===== src/rtl/flash_arb_pkg.sv =====
// Shared types and address helpers for the flash read arbiter.
// Optional feature macro used by this block: FLASH_ARB_RR_EN (round-robin tie-break).
package flash_arb_pkg;

    localparam int FLASH_AW = 23;
    localparam int LOCAL_AW = 22;

    typedef enum logic {
        IDLE   = 1'b0,
        ACCESS = 1'b1
    } state_t;

    typedef enum logic {
        PORT_PRG = 1'b0,
        PORT_CHR = 1'b1
    } port_t;

    // Window mapping wraps modulo 2^23; an overflowing window is silently folded.
    function automatic logic [FLASH_AW-1:0] map_addr(input logic [FLASH_AW-1:0] base,
                                                     input logic [LOCAL_AW-1:0] addr);
        return base + {1'b0, addr};
    endfunction

endpackage


===== src/rtl/flash_arb_grant.sv =====
// Combinational winner select between PRG and CHR; a port is not eligible while its own ack is high.
// FLASH_ARB_RR_EN selects round-robin tie-break, otherwise CHR has fixed priority.
module flash_arb_grant
    import flash_arb_pkg::*;
(
    input  logic  prg_req,
    input  logic  chr_req,
    input  logic  prg_ack,
    input  logic  chr_ack,
`ifdef FLASH_ARB_RR_EN
    input  port_t last_grant,
`endif
    output logic  grant_vld,
    output port_t grant_port
);

    logic prg_elig;
    logic chr_elig;
    logic pick_chr;

    assign prg_elig  = prg_req & ~prg_ack;
    assign chr_elig  = chr_req & ~chr_ack;
    assign grant_vld = prg_elig | chr_elig;

`ifdef FLASH_ARB_RR_EN
    // On a tie the port that did not win last time goes next.
    assign pick_chr = chr_elig & (~prg_elig | (last_grant == PORT_PRG));
`else
    // Rendering deadlines are harder than CPU fetch, so CHR always wins a tie.
    assign pick_chr = chr_elig;
`endif

    assign grant_port = pick_chr ? PORT_CHR : PORT_PRG;

endmodule


===== src/rtl/flash_rd_arbiter.sv =====
// Shares one async-read parallel flash between PRG and CHR fetch, one access in flight at a time.
// Ack arrives 1+ACCESS_CYC cycles after a grant; tie-break mode set by FLASH_ARB_RR_EN.
module flash_rd_arbiter
    import flash_arb_pkg::*;
#(
    parameter int          ACCESS_CYC = 4,
    parameter logic [22:0] PRG_BASE   = 23'h000000,
    parameter logic [22:0] CHR_BASE   = 23'h400000
) (
    input  logic        i_clk,
    input  logic        i_rst_n,
    input  logic        i_prg_req,
    input  logic [21:0] i_prg_addr,
    output logic        o_prg_ack,
    output logic [7:0]  o_prg_data,
    input  logic        i_chr_req,
    input  logic [21:0] i_chr_addr,
    output logic        o_chr_ack,
    output logic [7:0]  o_chr_data,
    output logic [22:0] o_flash_addr,
    output logic        o_flash_ce_n,
    input  logic [7:0]  i_flash_q
);

    localparam int               CNT_W    = (ACCESS_CYC > 1) ? $clog2(ACCESS_CYC) : 1;
    localparam logic [CNT_W-1:0] CNT_LOAD = CNT_W'(ACCESS_CYC - 1);

    state_t           state;
    logic [CNT_W-1:0] cnt;
    port_t            owner;
    logic             grant_vld;
    port_t            grant_port;

    // owner doubles as the last-grant record for round-robin; it resets to CHR.
    flash_arb_grant u_grant (
        .prg_req    (i_prg_req),
        .chr_req    (i_chr_req),
        .prg_ack    (o_prg_ack),
        .chr_ack    (o_chr_ack),
`ifdef FLASH_ARB_RR_EN
        .last_grant (owner),
`endif
        .grant_vld  (grant_vld),
        .grant_port (grant_port)
    );

    always_ff @(posedge i_clk) begin
        if (!i_rst_n) begin
            state        <= IDLE;
            cnt          <= '0;
            owner        <= PORT_CHR;
            o_prg_ack    <= 1'b0;
            o_chr_ack    <= 1'b0;
            o_prg_data   <= 8'h00;
            o_chr_data   <= 8'h00;
            o_flash_addr <= '0;
            o_flash_ce_n <= 1'b1;
        end else begin
            o_prg_ack <= 1'b0;
            o_chr_ack <= 1'b0;
            case (state)
                IDLE: begin
                    if (grant_vld) begin
                        owner        <= grant_port;
                        o_flash_addr <= (grant_port == PORT_CHR) ? map_addr(CHR_BASE, i_chr_addr)
                                                                 : map_addr(PRG_BASE, i_prg_addr);
                        o_flash_ce_n <= 1'b0;
                        cnt          <= CNT_LOAD;
                        state        <= ACCESS;
                    end
                end
                ACCESS: begin
                    if (cnt != '0) begin
                        cnt <= cnt - CNT_W'(1);
                    end else begin
                        // Address stays put after the access; only CE marks the bus idle.
                        if (owner == PORT_CHR) begin
                            o_chr_data <= i_flash_q;
                            o_chr_ack  <= 1'b1;
                        end else begin
                            o_prg_data <= i_flash_q;
                            o_prg_ack  <= 1'b1;
                        end
                        o_flash_ce_n <= 1'b1;
                        state        <= IDLE;
                    end
                end
                default: state <= IDLE;
            endcase
        end
    end

endmodule


===== config.mk =====
export PLATFORM = sky130hd
export DESIGN_NAME = flash_rd_arbiter
export DESIGN_NICKNAME = d
export VERILOG_FILES = /design/src/rtl/flash_arb_pkg.sv /design/src/rtl/flash_arb_grant.sv /design/src/rtl/flash_rd_arbiter.sv
export SDC_FILE = /design/constraint.sdc
export NUM_CORES = 1
export LEC_CHECK = 0
export ABC_AREA = 1
export ABC_CLOCK_PERIOD_IN_PS = 1300
export CORE_MARGIN = 2
export CORE_UTILIZATION = 39
export CTS_BUF_LIST = sky130_fd_sc_hd__clkbuf_8
export DETAILED_ROUTE_END_ITERATION = 16
export DONT_BUFFER_PORTS = 1
export MAX_ROUTING_LAYER = met4
export PLACE_DENSITY = 0.62
export SYNTH_ARGS = -nofsm -noshare
export SYNTH_HDL_FRONTEND = slang
export SYNTH_SLANG_ARGS = --single-unit

===== constraint.sdc =====
create_clock -name i_clk -period 1.3 [get_ports i_clk]
set_input_delay 0.39 -clock i_clk [delete_from_list [all_inputs] [get_ports i_clk]]
set_output_delay 0.39 -clock i_clk [all_outputs]
set_load 0.01 [all_outputs]

==> impl_metrics.yaml, run 1 <==
worst_setup_path:
  crit_buf_inv: 2
  crit_family: "simple AND/OR/NAND/NOR gates"
  crit_type: "reg -> reg"
  slowest_delay_ns: 0.32
  reg2reg_to: "o_flash_addr[1]"
  reg2reg_setup_slack_ns: 0.12
  crit_fanout: 14
  path_common_cell: "nand2_1"
  end_kind: "flip-flop"
  path_cells: "inv_1 > nand2_1 > nand2_1 > nand2_1 > buf_4 > nor2_1 > nor2_1"
  crit_required_ns: 1.50
  reg2reg_depth: 7
  start_kind: "flip-flop"
  slowest_stage: "dfxtp_1"
  arrival_ns: 1.38
  worst_r2r_startpoint: "o_chr_ack"
place:
  dpl-instance-area_um2: 2200
  portBuffers: 0
  hpwl_um: 3450
  gp_congestion: 0.746
  place_inst: 363
finish:
  fillCellCount: 523
  drive_above_1_share: 0.102
  syn_to_final_growth_pct: 12.7
  diodes: 0
  final_area_um2: 2370
  fin_nets: 361
  finalNonFillerCells: 374
route:
  vias: 1843
  wl_per_cell_um: 13.1
  viasPerCell: 4.93
  drc: 0
  drt_wl_total_um: 4920
  detail-route-antenna-nets: 0
  drt_iter0_markers: 67
  first_pass_iters: 4
global_route:
  grt_use_total: 0.174
  antenna_found_initial: 0
  grt_pass1_wl_um: 8040
  grt_overflow: 0
  grt_pass1_vias: 1721
  grt_max_degree: 43
floorplan:
  die_h_um: 77.5
  dieArea_um2: 6000
  row_count: 26
  core_area_um2: 5170
  top_level_ports: 98
  die_x_um: 77.5
  start_util: 0.407
logic_synthesis:
  netlist_instances: 298
  synth_compound_area_frac: 0.0808
  synth_simple_gate_area_frac: 0.392
  synth_nets: 356
  syn_area_per_cell_um2: 7.07
  synth_warnings: 0
  synth_mux_area_frac: 0
  synth-xor-area-share: 0
  ys_seq_elements: 46
  netlist_area_um2: 2110
  ys_seq_area_frac: 0.437
  synth_top_family_by_area: "simple AND/OR/NAND/NOR gates"
  synth.distinct_cells: 17
  synthAdderAreaFrac: 0.0119
timing:
  fin_crit_sh: 0.908
  setup_violations: 0
  finalCriticalPeriod_ns: 1.18
  skew_ns: 0.00425
  rsz0062_at_grt: "false"
  slew_viol_final: 0
  slew_headroom: 0.840
  max_slew.worst_pin.slew_ns: 0.240
  max_freq_mhz: 847
  hold_viol: 0
worst_hold_path:
  min-delay-start: "i_rst_n"
  hold_class: "in -> reg"
  min_path_cells: 1
  hold_path_end: "owner"
cts:
  htreeDepth: 2
  cts_num_sinks: 46
  numCtsBuffers: 5
  path_clk_slew_ns: 0.08
  cts_buffer_depth: 2
  cts_tree: "built"
  worstSkewPairLatency_ns: 0.29
  cts_root_buf: "clkbuf_8"
power:
  p_leak_uw: 0.00115
  vdd_drop_max_mv: 0.573
  p_per_area_nw_per_um2: 1390
outcome:
  status: "completed"
job:
  drv_cap: 0
==> repair_timing <==
| item | 4_1_cts | 5_1_grt |
|---|---|---|
| resized for setup | 0 | 8 |
| hold buffers | 0 | 0 |
| setup endpoints to repair | 5 | 16 |
| buffers inserted | 3 | 0 |
| pin swaps | 2 | 3 |
==> routing by layer <==
metal  vias up  share of wire  global-route usage
li1        959              -                   -
met1       808           0.43               0.193
met2        71           0.47               0.289
met3         5          0.094              0.0640
met4         0         0.0090              0.0589
met5         -              0                   -
==> cells in the mapped netlist <==
| master | count | area [um^2] |
|---|---|---|
| o21ai_0 | 16 | 80.1 |
| inv_1 | 16 | 60.1 |
| a21oi_1 | 18 | 90.1 |
| nand3_1 | 26 | 130 |
| buf_6 | 2 | 22.5 |
| dfxtp_1 | 46 | 921 |
| clkbuf_1 | 5 | 18.8 |
| nor2_4 | 2 | 22.5 |
| nand2_1 | 77 | 289 |
| buf_4 | 2 | 15.0 |
| inv_2 | 1 | 3.75 |
| ha_1 | 2 | 25.0 |
| nand2_2 | 1 | 6.26 |
| buf_2 | 9 | 45.0 |
| nor2_1 | 51 | 191 |
| nand3b_1 | 22 | 165 |
| nand3_2 | 2 | 20.0 |
==> cell usage in the layout (no fill, tap or decap), drive strengths merged <==
| cell type | instances |
|---|---|
| a21oi | 18 |
| buf | 16 |
| bufinv | 1 |
| clkbuf | 5 |
| dfxtp | 46 |
| ha | 2 |
| inv | 19 |
| nand2 | 78 |
| nand3 | 28 |
| nand3b | 22 |
| nor2 | 53 |
| o21ai | 16 |
==> report_power, final <==
group          total, uW  internal, uW  switching, uW
registers           1700          1550            152
logic                583           262            321
clock network       1010           560            450
total               3300          2370            924
==> stage by stage <==
| step | TNS, ns | total power, uW | utilization | setup slack [ns] | hold slack, ns |
|---|---|---|---|---|---|
| after detailed placement | -0.0742 | 2290 | 0.426 | -0.0431 | 0.486 |
| after CTS | 0 | 3340 | 0.455 | 0.0216 | 0.163 |
| after global routing | 0 | 3530 | 0.459 | 0.0106 | 0.172 |
| after global placement | 0 | 2270 | 0.426 | 0.0510 | 0.472 |
| final | 0 | 3300 | 0.459 | 0.119 | 0.192 |
| after floorplan | 0 | 2160 | - | 0.128 | 0.457 |
==> flip-flops by register name, indices dropped and copies added (netlist names) <==
signal,flops
o_flash_addr,23
o_chr_data,8
o_prg_data,8
cnt,2
o_chr_ack,1
o_flash_ce_n,1
o_prg_ack,1
owner,1
state,1
==> logic make-up (layout without fill, tap and decap cells) <==
kind of cell / count (synthesis) / count (layout)
flops: 46 / 46
simple gates: 181 / 181
compound gates: 34 / 34
fa+ha+maj: 2 / 2
buf+inv: 35 / 41
==> how the worst max path moves through the flow <==
stage / startpoint / to / slack, ns / cells past startpoint
final: o_chr_ack / o_flash_addr[1] / 0.12 / 7
after global routing: o_chr_ack / o_flash_addr[10] / 0.01 / 7
after detailed placement: cnt[1] / o_prg_data[5] / -0.04 / 7
after floorplan: cnt[0] / o_prg_data[3] / 0.13 / 7
after CTS: cnt[1] / o_chr_data[5] / 0.02 / 8
after global placement: cnt[1] / o_chr_data[5] / 0.05 / 7
==> area by class of cell <==
class                      instances  area [um^2]  area share
clock buffer                       5         68.8      0.0290
tap                               70         87.6      0.0369
inverter                          17         63.8      0.0269
clock inverter                     3         37.5      0.0158
multi-input combinational        217         1040       0.437
timing repair buffer              16          158      0.0664
sequential                        46          921       0.388
Note: power is estimated with default switching activity, not from simulation.
==> inputs of run 2 (changes only) <==
--- a/config.mk
+++ b/config.mk
@@ -13,7 +13,8 @@
 export DETAILED_ROUTE_END_ITERATION = 16
 export DONT_BUFFER_PORTS = 1
 export MAX_ROUTING_LAYER = met4
-export PLACE_DENSITY = 0.62
+export PLACE_DENSITY = 0.59
+export REMOVE_ABC_BUFFERS = 1
 export SYNTH_ARGS = -nofsm -noshare
 export SYNTH_HDL_FRONTEND = slang
 export SYNTH_SLANG_ARGS = --single-unit
==> run 2 against run 1 <==
- clock power hardly changed
- largest power group unchanged
- via count is 1.9% lower
- non-clock buffer count stayed put
- power is 1.9% higher
- final cell count stayed put
- design area is 1.1% higher
- clock-buffer cell count stayed put
- highest routed layer unchanged
- wire length is 1.4% higher
- setup slack worse by 0.020 ns
- first-iteration DRC count is 33% higher
- clock skew hardly changed
==> impl_metrics.yaml, run 2 (same netlist as run 1, synthesis figures left out) <==
global_route:
  grt_pass1_vias: 1698
  grt_max_degree: 43
  antenna_found_initial: 0
  grt_overflow: 0
  grt_pass1_wl_um: 8110
  grt_use_total: 0.174
cts:
  ctsHoldBuffers: 0
  cts_root_buf: "clkbuf_8"
  worstSkewPairLatency_ns: 0.30
  numCtsBuffers: 5
  cts_buffer_depth: 2
  htreeDepth: 2
  cts_tree: "built"
  path_clk_slew_ns: 0.09
  cts_num_sinks: 46
finish:
  utilization: 0.464
  final_common_cell: "nand2_1"
  top_register: "o_flash_addr"
  mostFrequentLayoutCells: "nand2_1, nor2_1, dfxtp_1"
  fillCellCount: 536
  largest_register_ffs: 23
  fin_nets: 361
  syn_to_final_growth_pct: 14.0
  top_regs: "o_flash_addr (23), o_chr_data (8), o_prg_data (8)"
  finalNonFillerCells: 374
  drive_above_1_share: 0.112
  diodes: 0
worst_setup_path:
  slowest_stage: "dfxtp_1"
  arrival_ns: 1.43
  path_cells: "inv_2 > ha_4 > nand2_4 > nor2_4 > buf_12 > o21ai_0 > a21oi_1"
  crit_buf_inv: 2
  end_kind: "flip-flop"
  crit_fanout: 8
  start_kind: "flip-flop"
  crit_required_ns: 1.53
  crit_family: "flip-flops"
  crit_type: "reg -> reg"
  slowest_delay_ns: 0.33
route:
  drc: 0
  drt_wl_total_um: 4990
  drt_iter0_markers: 89
  viasPerCell: 4.83
  first_pass_iters: 4
  vias: 1808
  detail-route-antenna-nets: 0
  wl_per_cell_um: 13.3
timing:
  setup_violations: 0
  fin_hold_ws_ns: 0.194
  hold_viol: 0
  max_slew.worst_pin.slew_ns: 0.256
  max_freq_mhz: 833
  rsz0062_at_grt: "false"
  finalCriticalPeriod_ns: 1.20
  skew_ns: 0.00474
  slew_headroom: 0.829
  slew_viol_final: 0
  fin_crit_sh: 0.924
worst_hold_path:
  hold_class: "in -> reg"
place:
  gp_congestion: 0.721
  portBuffers: 0
  hpwl_um: 3470
  place_inst: 363
floorplan:
  dieArea_um2: 6000
  start_util: 0.407
  die_x_um: 77.5
  core_area_um2: 5170
  row_count: 26
  top_level_ports: 98
  die_h_um: 77.5
outcome:
  status: "completed"
power:
  p_leak_uw: 0.00116
  p_per_area_nw_per_um2: 1400
  vdd_drop_max_mv: 0.552
job:
  drv_cap: 0
==> run 2: worst paths after layout <==
check	from	cells after the start	slack [ns]	to
worst max register to register	cnt[0]	7	0.1	o_chr_data[0]
worst max-delay path	cnt[0]	7	0.1	o_chr_data[0]
worst min register to register	cnt[1]	2	0.50	cnt[1]
worst min-delay path	i_rst_n	1	0.19	owner
==> run 2: routing by layer <==
metal  part of all wire  vias to the layer above  track usage
li1                   -                      957            -
met1               0.45                      780        0.213
met2               0.46                       69        0.274
met3              0.081                        2       0.0581
met4             0.0046                        0       0.0482
met5                  0                        -            -
==> run 2: what timing repair did <==
| action | CTS | global route |
|---|---|---|
| resized for setup | 0 | 14 |
| pin swaps | 1 | 2 |
| cloned | 0 | 1 |
| hold endpoints to repair | 0 | 0 |
| buffers inserted | 1 | 1 |
| setup endpoints to repair | 1 | 25 |
==> run 2: area by class of cell <==
type | instances | area [um^2] | area share
clock buffer | 5 | 68.8 | 0.0287
timing repair buffer | 16 | 179 | 0.0746
sequential | 46 | 921 | 0.384
clock inverter | 3 | 40.0 | 0.0167
tap | 70 | 87.6 | 0.0365
inverter | 17 | 63.8 | 0.0266
multi-input combinational | 217 | 1040 | 0.433
==> run 2: report_power, final <==
part | switching, uW | internal (uW)
logic | 328 | 281
clock network | 479 | 566
registers | 153 | 1550
==> run 2: per-stage QoR <==
| step | TNS (ns) | setup WS (ns) | cell area [um^2] | total power, uW |
|---|---|---|---|---|
| after floorplan | -15.61 | -0.642 | 2000 | 2110 |
| after global placement | 0 | 0.0472 | 2210 | 2290 |
| after detailed placement | -0.0235 | -0.0235 | 2210 | 2300 |
| after CTS | 0 | 0.0274 | 2340 | 3350 |
| after global routing | 0 | 0.00174 | 2400 | 3580 |
| final | 0 | 0.0992 | 2400 | 3360 |
==> run 2: worst reg2reg max path, stage by stage, from the launching register on <==
cell and delay, ns:
dfxtp_1 0.33, inv_2 0.08, ha_4 0.15, nand2_4 0.07
nor2_4 0.19, buf_12 0.14, o21ai_0 0.07, a21oi_1 0.12
